[src/rtl/reg_wb_ctrl_if.sv]
// Bus bundle between the issue/ALU/memory side and the register-file write-back controller.
// master drives requests and load responses; slave is the write-back controller.
interface reg_wb_ctrl_if;
    logic        alu_vld;
    logic [4:0]  alu_rd;
    logic [31:0] alu_data;
    logic        ld_issue;
    logic [4:0]  ld_issue_rd;
    logic        ld_rsp_vld;
    logic        ld_rsp_rdy;
    logic [4:0]  ld_rsp_rd;
    logic [31:0] ld_rsp_data;
    logic [1:0]  ld_rsp_size;
    logic        ld_rsp_sext;
    logic [1:0]  ld_rsp_off;
    logic        rf_we;
    logic [4:0]  rf_adr_wrt;
    logic [31:0] rf_data_in;
    logic [31:0] busy_mask;
    logic        waw_err;

    modport master (
        output alu_vld, alu_rd, alu_data, ld_issue, ld_issue_rd,
               ld_rsp_vld, ld_rsp_rd, ld_rsp_data, ld_rsp_size, ld_rsp_sext, ld_rsp_off,
        input  ld_rsp_rdy, rf_we, rf_adr_wrt, rf_data_in, busy_mask, waw_err
    );

    modport slave (
        input  alu_vld, alu_rd, alu_data, ld_issue, ld_issue_rd,
               ld_rsp_vld, ld_rsp_rd, ld_rsp_data, ld_rsp_size, ld_rsp_sext, ld_rsp_off,
        output ld_rsp_rdy, rf_we, rf_adr_wrt, rf_data_in, busy_mask, waw_err
    );
endinterface

[src/rtl/reg_wb_ctrl.sv]
// Register-file write-back controller: ALU-priority merge of ALU results and queued loads,
// pending-load scoreboard and sticky WAW flag. Define LD_EXT_EN to align/extend load data.
module reg_wb_ctrl #(
    parameter int LQ_DEPTH = 2
) (
    input  logic          clk,
    input  logic          reset,
    reg_wb_ctrl_if.slave  bus
);
    localparam int AW = $clog2(LQ_DEPTH);
    localparam int CW = AW + 1;

    typedef struct packed {
        logic [4:0]  rd;
        logic [31:0] data;
    } lq_ent_t;

    lq_ent_t        r_lq [LQ_DEPTH];
    logic [AW-1:0]  r_wptr, r_rptr;
    logic [CW-1:0]  r_cnt;
    logic           r_we;
    logic [4:0]     r_adr;
    logic [31:0]    r_data;
    logic [31:0]    r_busy;
    logic           r_waw;

    logic           w_push, w_pop, w_rdy;
    logic [31:0]    w_ld_data;
    logic           w_sel_vld;
    logic [4:0]     w_sel_rd;
    logic [31:0]    w_sel_data;
    logic [31:0]    w_busy_nxt;
    logic           w_waw;
    lq_ent_t        w_head;

`ifdef LD_EXT_EN
    logic [31:0] w_sh;
    always_comb begin
        w_sh      = bus.ld_rsp_data;
        w_ld_data = bus.ld_rsp_data;
        case (bus.ld_rsp_size)
            2'b00: begin
                w_sh      = bus.ld_rsp_data >> {bus.ld_rsp_off, 3'b000};
                w_ld_data = {{24{bus.ld_rsp_sext & w_sh[7]}}, w_sh[7:0]};
            end
            2'b01: begin
                w_sh      = bus.ld_rsp_data >> {bus.ld_rsp_off[1], 4'b0000};
                w_ld_data = {{16{bus.ld_rsp_sext & w_sh[15]}}, w_sh[15:0]};
            end
            default: w_ld_data = bus.ld_rsp_data;
        endcase
    end
`else
    logic w_unused_ext;
    assign w_unused_ext = ^{bus.ld_rsp_size, bus.ld_rsp_sext, bus.ld_rsp_off};
    assign w_ld_data    = bus.ld_rsp_data;
`endif

    // rdy looks only at occupancy so it never combinationally depends on this cycle's pop
    assign w_rdy  = (r_cnt != CW'(LQ_DEPTH));
    assign w_push = bus.ld_rsp_vld & w_rdy;
    assign w_pop  = ~bus.alu_vld & (r_cnt != '0);
    assign w_head = r_lq[r_rptr];

    always_comb begin
        w_sel_vld  = 1'b0;
        w_sel_rd   = '0;
        w_sel_data = '0;
        if (bus.alu_vld) begin
            w_sel_vld  = 1'b1;
            w_sel_rd   = bus.alu_rd;
            w_sel_data = bus.alu_data;
        end else if (w_pop) begin
            w_sel_vld  = 1'b1;
            w_sel_rd   = w_head.rd;
            w_sel_data = w_head.data;
        end
    end

    // Clear before set so a same-cycle reissue to the same rd keeps the bit
    always_comb begin
        w_busy_nxt = r_busy;
        if (w_pop)
            w_busy_nxt[w_head.rd] = 1'b0;
        if (bus.ld_issue && bus.ld_issue_rd != 5'd0)
            w_busy_nxt[bus.ld_issue_rd] = 1'b1;
        w_busy_nxt[0] = 1'b0;
    end

    assign w_waw = bus.alu_vld & (bus.alu_rd != 5'd0) & r_busy[bus.alu_rd];

    always_ff @(posedge clk) begin
        if (w_push)
            r_lq[r_wptr] <= '{rd: bus.ld_rsp_rd, data: w_ld_data};
    end

    always_ff @(posedge clk or negedge reset) begin
        if (!reset) begin
            r_wptr <= '0;
            r_rptr <= '0;
            r_cnt  <= '0;
        end else begin
            if (w_push) r_wptr <= r_wptr + AW'(1);
            if (w_pop)  r_rptr <= r_rptr + AW'(1);
            case ({w_push, w_pop})
                2'b10:   r_cnt <= r_cnt + CW'(1);
                2'b01:   r_cnt <= r_cnt - CW'(1);
                default: r_cnt <= r_cnt;
            endcase
        end
    end

    always_ff @(posedge clk or negedge reset) begin
        if (!reset) begin
            r_we   <= 1'b0;
            r_adr  <= '0;
            r_data <= '0;
            r_busy <= '0;
            r_waw  <= 1'b0;
        end else begin
            r_we   <= w_sel_vld & (w_sel_rd != 5'd0);
            if (w_sel_vld) begin
                r_adr  <= w_sel_rd;
                r_data <= w_sel_data;
            end
            r_busy <= w_busy_nxt;
            r_waw  <= r_waw | w_waw;
        end
    end

    assign bus.ld_rsp_rdy = w_rdy;
    assign bus.rf_we      = r_we;
    assign bus.rf_adr_wrt = r_adr;
    assign bus.rf_data_in = r_data;
    assign bus.busy_mask  = r_busy;
    assign bus.waw_err    = r_waw;
endmodule
[src/flat_wrapper.sv]
// flat-port wrapper written by rule: the top's interface ports become plain ports
module reg_wb_ctrl_flat 
#(
    parameter int LQ_DEPTH = 2
)
  (clk, reset, bus_alu_vld, bus_alu_rd, bus_alu_data, bus_ld_issue, bus_ld_issue_rd, bus_ld_rsp_vld, bus_ld_rsp_rd, bus_ld_rsp_data, bus_ld_rsp_size, bus_ld_rsp_sext, bus_ld_rsp_off, bus_ld_rsp_rdy, bus_rf_we, bus_rf_adr_wrt, bus_rf_data_in, bus_busy_mask, bus_waw_err);
  reg_wb_ctrl_if bus_i ();
  input  logic clk;
  input  logic reset;
  input wire logic [$bits(bus_i.alu_vld)-1:0] bus_alu_vld;
  input wire logic [$bits(bus_i.alu_rd)-1:0] bus_alu_rd;
  input wire logic [$bits(bus_i.alu_data)-1:0] bus_alu_data;
  input wire logic [$bits(bus_i.ld_issue)-1:0] bus_ld_issue;
  input wire logic [$bits(bus_i.ld_issue_rd)-1:0] bus_ld_issue_rd;
  input wire logic [$bits(bus_i.ld_rsp_vld)-1:0] bus_ld_rsp_vld;
  input wire logic [$bits(bus_i.ld_rsp_rd)-1:0] bus_ld_rsp_rd;
  input wire logic [$bits(bus_i.ld_rsp_data)-1:0] bus_ld_rsp_data;
  input wire logic [$bits(bus_i.ld_rsp_size)-1:0] bus_ld_rsp_size;
  input wire logic [$bits(bus_i.ld_rsp_sext)-1:0] bus_ld_rsp_sext;
  input wire logic [$bits(bus_i.ld_rsp_off)-1:0] bus_ld_rsp_off;
  output wire logic [$bits(bus_i.ld_rsp_rdy)-1:0] bus_ld_rsp_rdy;
  output wire logic [$bits(bus_i.rf_we)-1:0] bus_rf_we;
  output wire logic [$bits(bus_i.rf_adr_wrt)-1:0] bus_rf_adr_wrt;
  output wire logic [$bits(bus_i.rf_data_in)-1:0] bus_rf_data_in;
  output wire logic [$bits(bus_i.busy_mask)-1:0] bus_busy_mask;
  output wire logic [$bits(bus_i.waw_err)-1:0] bus_waw_err;
  assign bus_i.alu_vld = bus_alu_vld;
  assign bus_i.alu_rd = bus_alu_rd;
  assign bus_i.alu_data = bus_alu_data;
  assign bus_i.ld_issue = bus_ld_issue;
  assign bus_i.ld_issue_rd = bus_ld_issue_rd;
  assign bus_i.ld_rsp_vld = bus_ld_rsp_vld;
  assign bus_i.ld_rsp_rd = bus_ld_rsp_rd;
  assign bus_i.ld_rsp_data = bus_ld_rsp_data;
  assign bus_i.ld_rsp_size = bus_ld_rsp_size;
  assign bus_i.ld_rsp_sext = bus_ld_rsp_sext;
  assign bus_i.ld_rsp_off = bus_ld_rsp_off;
  assign bus_ld_rsp_rdy = bus_i.ld_rsp_rdy;
  assign bus_rf_we = bus_i.rf_we;
  assign bus_rf_adr_wrt = bus_i.rf_adr_wrt;
  assign bus_rf_data_in = bus_i.rf_data_in;
  assign bus_busy_mask = bus_i.busy_mask;
  assign bus_waw_err = bus_i.waw_err;
  reg_wb_ctrl #(.LQ_DEPTH(LQ_DEPTH)) u_core (.clk(clk), .reset(reset), .bus(bus_i));
endmodule
[config.mk]
export PLATFORM = sky130hd
export DESIGN_NAME = reg_wb_ctrl_flat
export DESIGN_NICKNAME = d
export VERILOG_FILES = /design/src/rtl/reg_wb_ctrl_if.sv /design/src/rtl/reg_wb_ctrl.sv /design/src/flat_wrapper.sv
export SDC_FILE = /design/constraint.sdc
export NUM_CORES = 1
export LEC_CHECK = 0
export BUFFER_PORTS_ARGS = -buffer_cell sky130_fd_sc_hd__buf_2
export CORE_AREA = 3 3 121 123
export DETAILED_ROUTE_END_ITERATION = 8
export DIE_AREA = 0 0 124 126
export GPL_ROUTABILITY_DRIVEN = 0
export GPL_TIMING_DRIVEN = 1
export PLACE_DENSITY = 0.7
export SLEW_MARGIN = 20
export SYNTH_ARGS = -nofsm -noshare
export SYNTH_HDL_FRONTEND = slang
export SYNTH_SLANG_ARGS = --single-unit
[constraint.sdc]
create_clock -name clk -period 3 [get_ports clk]
set_input_delay 0.6 -clock clk [delete_from_list [all_inputs] [get_ports clk]]
set_output_delay 0.6 -clock clk [all_outputs]
set_load 0.1 [all_outputs]
; ---- Word-level counts from Yosys, hierarchy flattened
; Memories as Yosys holds them, arrays and structs flattened.
; Index checks and enable logic that the tools add are counted.
[op_classes]
n_eq_ne = 3
mul = 0
n_shift = 0
n_reduce_logical = 8
mux = 17
bitwise = 10
add_sub_neg = 4
n_div = 0
magnitude_cmp = 5
[op_table]
columns = operator, n
row1 = $mux 32, 4
row2 = $and 32x32->32, 1
row3 = $not 32->32, 1
row4 = $or 32x32->32, 1
row5 = $lt 5x6->1 const B, 3
row6 = $reduce_bool 5->1, 3
row7 = $demux 1 s5, 2
row8 = $ge 5x1->1 const B, 2
row9 = $mux 5, 2
row10 = $mux 1, 7
row11 = $and 1x1->1, 5
row12 = $bmux 1 s5, 1
row13 = $pmux 2 s2, 1
row14 = $reduce_bool 2->1, 2
row15 = $logic_and 1x1->1, 3
row16 = $add 1x1->1 const B, 2
row17 = $add 2x1->2 const B, 1
row18 = $eq 2x1->1 const B, 1
row19 = $eq 2x2->1 const B, 1
row20 = $ne 2x2->1 const B, 1
row21 = $sub 2x1->2 const B, 1
row22 = $not 1->1, 1
row23 = $or 1x1->1, 1
[totals]
wordCells = 56
ramBits = 74
mem_bits_ro = 0
memories = 1
latchBits = 0
in_bits = 89
reg_bits = 74
[mem_list]
columns = name, depth, width, read_ports, rd_ports_with_merged_regs, wr, line_no
row1 = u_core.r_lq, 2, 37, 1, 0, 1, reg_wb_ctrl.sv:18  ; lq_ent_t r_lq [LQ_DEPTH];

; ---- Depth between registers and ports, before layout
; Gate-level depths: netlist (run 1).
; An unclocked memory read counts as a cell.
[depth]
depth_word = 10
mapped_depth = 7

; ---- Worst setup path after synthesis (run 1)
; OpenSTA, ideal clock, no wires.
[synth_path]
path_type = reg2reg
start = reg u_core.r_cnt[0]
end = mem u_core.r_lq[0][0] (netlist name) (enable)
path_stages_with_launch = 4
period_less_slack_ns = 3.510
path_slack_ns = -0.510
arrival_ns = 3.078
cell_sequence = dfrtp_1 > nand2b_1 > nand2_1 > nor2_1
[synth_between]
elab_chain_len = 4
[synth_lines]
columns = element, line_no
row1 = start: declaration, reg_wb_ctrl.sv:20  ; logic [CW-1:0] r_cnt;
row2 = start signal: assignment, reg_wb_ctrl.sv:106  ; 2'b10: r_cnt <= r_cnt + CW'(1);
row3 = start signal: assignment, reg_wb_ctrl.sv:107  ; 2'b01: r_cnt <= r_cnt - CW'(1);
row4 = start signal: assignment, reg_wb_ctrl.sv:108  ; default: r_cnt <= r_cnt;
row5 = $ne 2x2->1, reg_wb_ctrl.sv:60  ; assign w_rdy = (r_cnt != CW'(LQ_DEPTH));
row6 = named net bus_ld_rsp_rdy, flat_wrapper.sv:21  ; output wire logic [$bits(bus_i.ld_rsp_rdy)-1:0] bus_ld_rsp_rdy;
row7 = $and 1x1->1, reg_wb_ctrl.sv:61  ; assign w_push = bus.ld_rsp_vld & w_rdy;
row8 = $mux 1, reg_wb_ctrl.sv:93  ; if (w_push)
row9 = $mux 1 (implied by the code), reg_wb_ctrl.sv:94  ; r_lq[r_wptr] <= '{rd: bus.ld_rsp_rd, data: w_ld_data};
row10 = end: declaration, reg_wb_ctrl.sv:18
; The timed path passes the listed nets, and every way through them passes these cells.

; ---- Worst setup path in the final report (run 1)
[layout_path]
start = reg u_core.r_rptr
end = reg u_core.r_busy[21], in the netlist u_core.bus.busy_mask[21]
[layout_between]
elab_chain_len = 10
word_cells_on_any_way = 11
classes_between = 2 x order compare / 4 x mux / 3 x bitwise / 1 x reduce/logical / 1 x memory
[layout_lines]
columns = element, line_no
row1 = start: declaration, reg_wb_ctrl.sv:19  ; logic [AW-1:0] r_wptr, r_rptr;
row2 = start signal: assignment, reg_wb_ctrl.sv:104  ; if (w_pop) r_rptr <= r_rptr + AW'(1);
row3 = $mem_v2 2x37 (*), -
row4 = $lt 5x6->1 (implied by the code) or $ge 5x1->1 (tied branches), reg_wb_ctrl.sv:84  ; w_busy_nxt[w_head.rd] = 1'b0;
row5 = $logic_and 1x1->1 (implied by the code), reg_wb_ctrl.sv:84
row6 = $mux 1 (implied by the code), reg_wb_ctrl.sv:84
row7 = $demux 1 s5 (*), -
row8 = $not 32->32 (no line) (*), -
row9 = $and 32x32->32 (no line) (*), -
row10 = $mux 32 (*), reg_wb_ctrl.sv:83  ; if (w_pop)
row11 = $or 32x32->32 (no line), -
row12 = $mux 32 (*), reg_wb_ctrl.sv:85  ; if (bus.ld_issue && bus.ld_issue_rd != 5'd0)
row13 = named net u_core.w_busy_nxt[21], reg_wb_ctrl.sv:32  ; logic [31:0] w_busy_nxt;
row14 = end signal: assignment, reg_wb_ctrl.sv:126  ; r_busy <= w_busy_nxt;
row15 = end: declaration, reg_wb_ctrl.sv:24  ; logic [31:0] r_busy;
; Mark *: on every way through the listed nets, which the timed path passes. The rest lies on a longest branch.
; A chain may end at the register's enable or synchronous reset.

==> Implementation_results.wiki, run 1 <==
{| class="wikitable"
! Metric !! Value
|-
| Result of the run || finished clean
|-
| Commonest cells in the netlist || 105 x sky130_fd_sc_hd__o21ai_0, 74 x sky130_fd_sc_hd__dfrtp_1, 74 x sky130_fd_sc_hd__edfxtp_1
|-
| Number of buffers inserted by port buffering || 154
|-
| # rows || 43
|-
| Post-cts hold buffer count || 0
|-
| Iteration-0 DRC Markers || between 300 and 400
|-
| Worst path arrival time || 2470 ps
|-
| Largest fanout on the critical path || 32
|-
| Ys Warns || 0
|-
| Count of flip-flops with a built-in enable after synthesis || 74
|-
| Critical path capture point type || flop
|-
| Primary flip-flop cell chosen by synthesis mapping || sky130_fd_sc_hd__edfxtp_1
|-
| Starting density of the core || 0.4459
|-
| Leading cell type by number of instances after synthesis || sky130_fd_sc_hd__o21ai_0
|-
| Horizontal extent of the die || roughly 120 microns
|-
| Time the worst path needs with I/O delays and setup || around 2200 ps
|-
| Clk_skew || between 9 and 10 ps
|-
| Share of synthesized flip-flops with an asynchronous set or reset || 0.5000
|-
| Library cell used as clock root buffer || sky130_fd_sc_hd__clkbuf_16
|-
| Clock buffer count from CTS || 17
|-
| Detail Route Antenna Nets || 0
|-
| Mean number of vias per cell || between 5 and 6
|-
| Per-instance average area after synthesis || around 12 sq um
|-
| Final-report setup violation count || 0
|-
| Initial antenna violation count || 1
|-
| Global-route wire length before repair || between 20000 and 25000 microns
|-
| Sequential element share of the synthesized area || 0.6633
|-
| Number of H-tree levels || 4
|-
| Post-CTS Setup Bufs || 0
|-
| Count of cell types in the netlist || 35
|-
| Clock edge transition at the registers on the reported setup and hold paths || 60 ps
|-
| Worst slew slack as a fraction of its limit || 0.3562
|-
| WP data required || about 3300 ps
|-
| Path type of the worst min-delay path || input pin to async pin
|-
| Die H || approximately 130 microns
|-
| Relative area change from synthesis to final layout || 24.06%
|-
| Netlist area before placement || 6142 sq um
|-
| Sum Neg Setup Slack || 0 ps
|-
| Post-route DRC || 0
|-
| Global-route usage over all layers || 0.1900
|-
| Start-to-end type of the worst setup path || flop to flop
|-
| Period Utilization, post-route || 0.7315
|-
| Count of TritonRoute iterations in the first routing pass || 5
|-
| Count of final hold-check violations || 0
|-
| Number of sinks driven by the clock tree || around 150
|-
| Synthesized Nets || roughly 600
|-
| Number of maximum-capacitance constraint violations || 0
|-
| Count of state elements after synthesis || roughly 150
|-
| Die Outline Area || about 16000 sq um
|-
| Main area contributors after synthesis || sky130_fd_sc_hd__edfxtp_1 36%, sky130_fd_sc_hd__dfrtp_1 30%, sky130_fd_sc_hd__o21ai_0 8.6%
|-
| Kind of launch point of the worst setup path || flop
|-
| Largest net degree at the start of global routing || 75
|-
| Number of gates resized after cts || 0
|-
| Via count of the first global-routing pass || around 4.6k
|-
| Mean routed wirelength per cell || 16.98 microns
|-
| Max Root-Sink Buffers || 2
|-
| Remaining global-route overflow || 0
|-
| Nets || around 750
|-
| Post-Syn Instances || approximately 500
|-
| Final Slew Violations || 0
|-
| Setup repair after global routing missed its margin || no
|-
| Number of top-level design ports || between 150 and 200
|-
| Clock tree from TritonCTS || yes
|-
| Placed wire-length estimate after detailed placement || ~10000 microns
|-
| Fraction of synthesized cell area taken by the top area cell type || 0.3618
|-
| WL final || between 10000 and 15000 microns
|-
| Clk Latency, worst-skew pair || roughly 420 ps
|-
| Total number of vias || around 4.6k
|-
| Layout cell share with drive strength beyond 1 || 0.2902
|-
| Highest achievable clock rate || around 460 MHz
|-
| Placeable core region || 13770 sq um
|-
| Cell taking the most area after synthesis || sky130_fd_sc_hd__edfxtp_1
|-
| Transition time of the tightest slew-check pin || 965.7 ps
|-
| Count of fill cells added during filler insertion || approximately 1.2k
|}
[sequential cells by signal, summed over array words and instances, names as in the netlist]
name                   flops
u_core.r_lq               74
u_core.bus.rf_data_in     32
u_core.bus.busy_mask      31
u_core.bus.rf_adr_wrt      5
u_core.r_cnt               2
u_core.bus.rf_we           1
u_core.bus.waw_err         1
u_core.r_rptr              1
u_core.r_wptr              1
[layer usage]
| layer | GRT usage | wire [microns] | share of wire |
|---|---|---|---|
| met1 | 0.2376 | 5970 | 0.41 |
| met2 | 0.3070 | 7003 | 0.48 |
| met3 | 0.05882 | 1252 | 0.086 |
| met4 | 0.07603 | 258 | 0.018 |
| met5 | 0 | 0 | 0 |
[cells by family (layout without fill, tap and decap cells)]
| group | after synthesis | in the layout | share of synthesized area |
|---|---|---|---|
| flip-flops | 148 | 148 | 0.6633 |
| AO/OA/AOI/OAI | 143 | 143 | 0.1194 |
| AND/OR/NAND/NOR | 132 | 132 | 0.09146 |
| multiplexers | 50 | 50 | 0.09248 |
| buffers and inverters | 27 | 192 | 0.02363 |
| XOR/XNOR | 5 | 5 | 0.007131 |
| adder cells (fa/ha/maj) | 1 | 1 | 0.002037 |
| other | 1 | 2 | 0.0006105 |
[per-stage QoR]
step	hold WS (ps)	setup slack (ps)	cells	area [sq um]	util
after floorplan	304.4	93.50	507	6145	-
after global placement	455.5	808.6	820	7067	0.5131
after detailed placement	481.0	772.5	820	7067	0.5131
after CTS	353.1	806.2	852	7617	0.5531
after global routing	351.6	595.3	853	7620	0.5532
final	338.4	805.5	853	7620	0.5532
[final timing paths]
| path | startpoint | to | slack (ps) | cells past startpoint |
|---|---|---|---|---|
| hold reg to reg | u_core.bus.waw_err | u_core.bus.waw_err | 500 | 1 |
| setup reg to reg | u_core.r_rptr | u_core.bus.busy_mask[21] | 810 | 5 |
| setup / recovery | u_core.r_rptr | u_core.bus.busy_mask[21] | 810 | 5 |
| min in group clk | bus_ld_rsp_data[6] | u_core.r_lq[1][6] | 370 | 1 |
| hold / removal | reset | u_core.bus.rf_adr_wrt[3] | 340 | 1 |
| max in group asynchronous | reset | u_core.r_rptr | 1980 | 1 |
[critical path, stage by stage, from the launching register on]
cell and delay (ps):
sky130_fd_sc_hd__dfrtp_2 510, sky130_fd_sc_hd__buf_4 530, sky130_fd_sc_hd__mux2i_1 360, sky130_fd_sc_hd__nand2_1 300, sky130_fd_sc_hd__o21ai_0 250, sky130_fd_sc_hd__o21ai_0 100
[cell usage in the layout (no fill, tap or decap), drive strengths merged, types with 10 or more instances in the layout]
cell type / n
a21oi: 33
buf: 159
clkbuf: 20
dfrtp: 74
edfxtp: 74
mux2i: 44
nand2: 59
nand3: 10
nor2: 43
o21ai: 105
[cell type report]
type                    count  area [sq um]  area share
repair buffers            159         823.3      0.1080
multi-input cells         332          1939      0.2545
clock inverters            12         113.9     0.01494
well taps                 180         225.2     0.02956
inverters                   1         3.754   0.0004926
clock buffers              20         436.7     0.05731
diodes                      1         2.502   0.0003284
flip-flops and latches    148          4075      0.5348
Power of run 1 is not shown: default switching activity piles up to over one toggle a cycle in this logic, so the estimate is an artifact.
==> inputs of run 2 (changes only) <==
- clock period: 3 -> 2.15 ns (I/O delays scaled with it)
==> Implementation_results.wiki, run 2 (synthesis gave the netlist of run 1 again) <==
{| class="wikitable"
! Metric !! Value
|-
| Relative area change from synthesis to final layout || 27.75%
|-
| Commonest cells after routing, fill and taps aside || 153 x sky130_fd_sc_hd__buf_2, 105 x sky130_fd_sc_hd__o21ai_0, 74 x sky130_fd_sc_hd__edfxtp_1
|-
| WL final || 14840 microns
|-
| Most common cell after layout, fill and taps aside || sky130_fd_sc_hd__buf_2
|-
| Setup repair after global routing missed its margin || no
|-
| Total number of vias || approximately 4.7k
|-
| Number of maximum-capacitance constraint violations || 0
|-
| Path type of the worst min-delay path || input pin to async pin
|-
| WP data required || 1720 ps
|-
| Mean number of vias per cell || between 5 and 6
|-
| Time the worst path needs with I/O delays and setup || a little under 2000 ps
|-
| Critical path capture point type || output pin
|-
| Number of top-level design ports || about 160
|-
| Placeable core region || 13770 sq um
|-
| Number of sinks driven by the clock tree || between 100 and 150
|-
| Area of all sequential standard cells || ~4000 sq um
|-
| Via count of the first global-routing pass || approximately 4.7k
|-
| Initial antenna violation count || 2
|-
| Horizontal extent of the die || between 100 and 150 microns
|-
| Post-route DRC || 0
|-
| Clk Latency, worst-skew pair || between 400 and 500 ps
|-
| Largest fanout on the critical path || 5
|-
| Start-to-end type of the worst setup path || flop to output pin
|-
| Library cell used as clock root buffer || sky130_fd_sc_hd__clkbuf_16
|-
| Worst path arrival time || around 1500 ps
|-
| Number of buffers inserted by port buffering || 154
|-
| Number of H-tree levels || 4
|-
| Result of the run || finished clean
|-
| Count of final hold-check violations || 0
|-
| Global-route wire length before repair || 23170 microns
|-
| Mean routed wirelength per cell || approximately 17 microns
|-
| PnR worst setup slack || 212.0 ps
|-
| Highest achievable clock rate || between 500 and 600 MHz
|-
| Flip-flop count of the largest register after layout || 74
|-
| Die Outline Area || ~16000 sq um
|-
| Starting density of the core || 0.4459
|-
| Register containing the most flip-flops in the final layout || u_core.r_lq
|-
| Nets || about 760
|-
| Clock tree from TritonCTS || yes
|-
| Sum Neg Setup Slack || 0 ps
|-
| Remaining global-route overflow || 0
|-
| Placed wire-length estimate after detailed placement || between 10000 and 15000 microns
|-
| Area of the multi-input gates || just under 2000 sq um
|-
| Max Root-Sink Buffers || 2
|-
| Clock edge transition at the registers on the reported setup and hold paths || about 60 ps
|-
| Pre-CTS setup slack || 274.0 ps
|-
| Post-CTS Setup Bufs || 0
|-
| Global-route usage over all layers || 0.1942
|-
| # rows || between 40 and 50
|-
| Post-cts hold buffer count || 0
|-
| Final Slew Violations || 0
|-
| Kind of launch point of the worst setup path || flop
|-
| Layout cell share with drive strength beyond 1 || 0.3094
|-
| Iteration-0 DRC Markers || between 300 and 400
|-
| Post-layout util || 0.5697
|-
| Placed cell area || between 7000 and 8000 sq um
|-
| Count of fill cells added during filler insertion || about 1.2k
|-
| Largest net degree at the start of global routing || 65
|-
| Count of TritonRoute iterations in the first routing pass || 5
|-
| Clock buffer count from CTS || 17
|-
| Clk_skew || 8.432 ps
|-
| Period Utilization, post-route || 0.9014
|-
| Die H || roughly 130 microns
|-
| Finished layout cell area || slightly below 8000 sq um
|-
| Transition time of the tightest slew-check pin || just over 700 ps
|-
| Worst slew slack as a fraction of its limit || 0.5310
|-
| Number of gates resized after cts || 0
|-
| Detail Route Antenna Nets || 0
|-
| Final-report setup violation count || 0
|-
| Diode insertion count for antenna repair || 0
|}
## run 2: area by class of cell
class                   instances  share of cell area
flip-flops and latches        148              0.5194
multi-input cells             332              0.2475
repair buffers                169              0.1177
clock buffers                  17             0.05422
clock inverters                15             0.03205
well taps                     180             0.02870
inverters                       1           0.0004784
## run 2: final timing paths
check | startpoint | end | slack, ps | cells past startpoint
worst max-delay path | u_core.r_cnt[0] | bus_ld_rsp_rdy | 210 | 2
worst min-delay path | reset | u_core.bus.rf_adr_wrt[3] | 50 | 1
worst max register to register | u_core.r_rptr | u_core.bus.busy_mask[5] | 220 | 5
worst min register to register | u_core.bus.waw_err | u_core.bus.waw_err | 470 | 1
max in group asynchronous | reset | u_core.bus.rf_data_in[26] | 1490 | 2
min in group clk | bus_ld_rsp_data[7] | u_core.r_lq[1][7] | 200 | 1
## run 2: critical path: stages (launching register included)
cell,delay (ps)
sky130_fd_sc_hd__dfrtp_1,470
sky130_fd_sc_hd__nand2b_2,180
sky130_fd_sc_hd__buf_2,440
## run 2: through the flow
step	hold WS, ps	cells
6_report	54.20	862
5_1_grt	101.6	862
4_1_cts	68.89	862
3_5_place_dp	454.5	830
3_3_place_gp	455.0	830
2_1_floorplan	134.4	507
## run 2: layer usage
metal / up-vias / track usage / part of all wire
li1: 2163 / - / -
met2: 255 / 0.3204 / 0.49
met4: 4 / 0.05992 / 0.017
met5: - / 0 / 0.0018
met3: 35 / 0.06601 / 0.089
met1: 2218 / 0.2415 / 0.40
Power of run 2 is left out for the same reason.
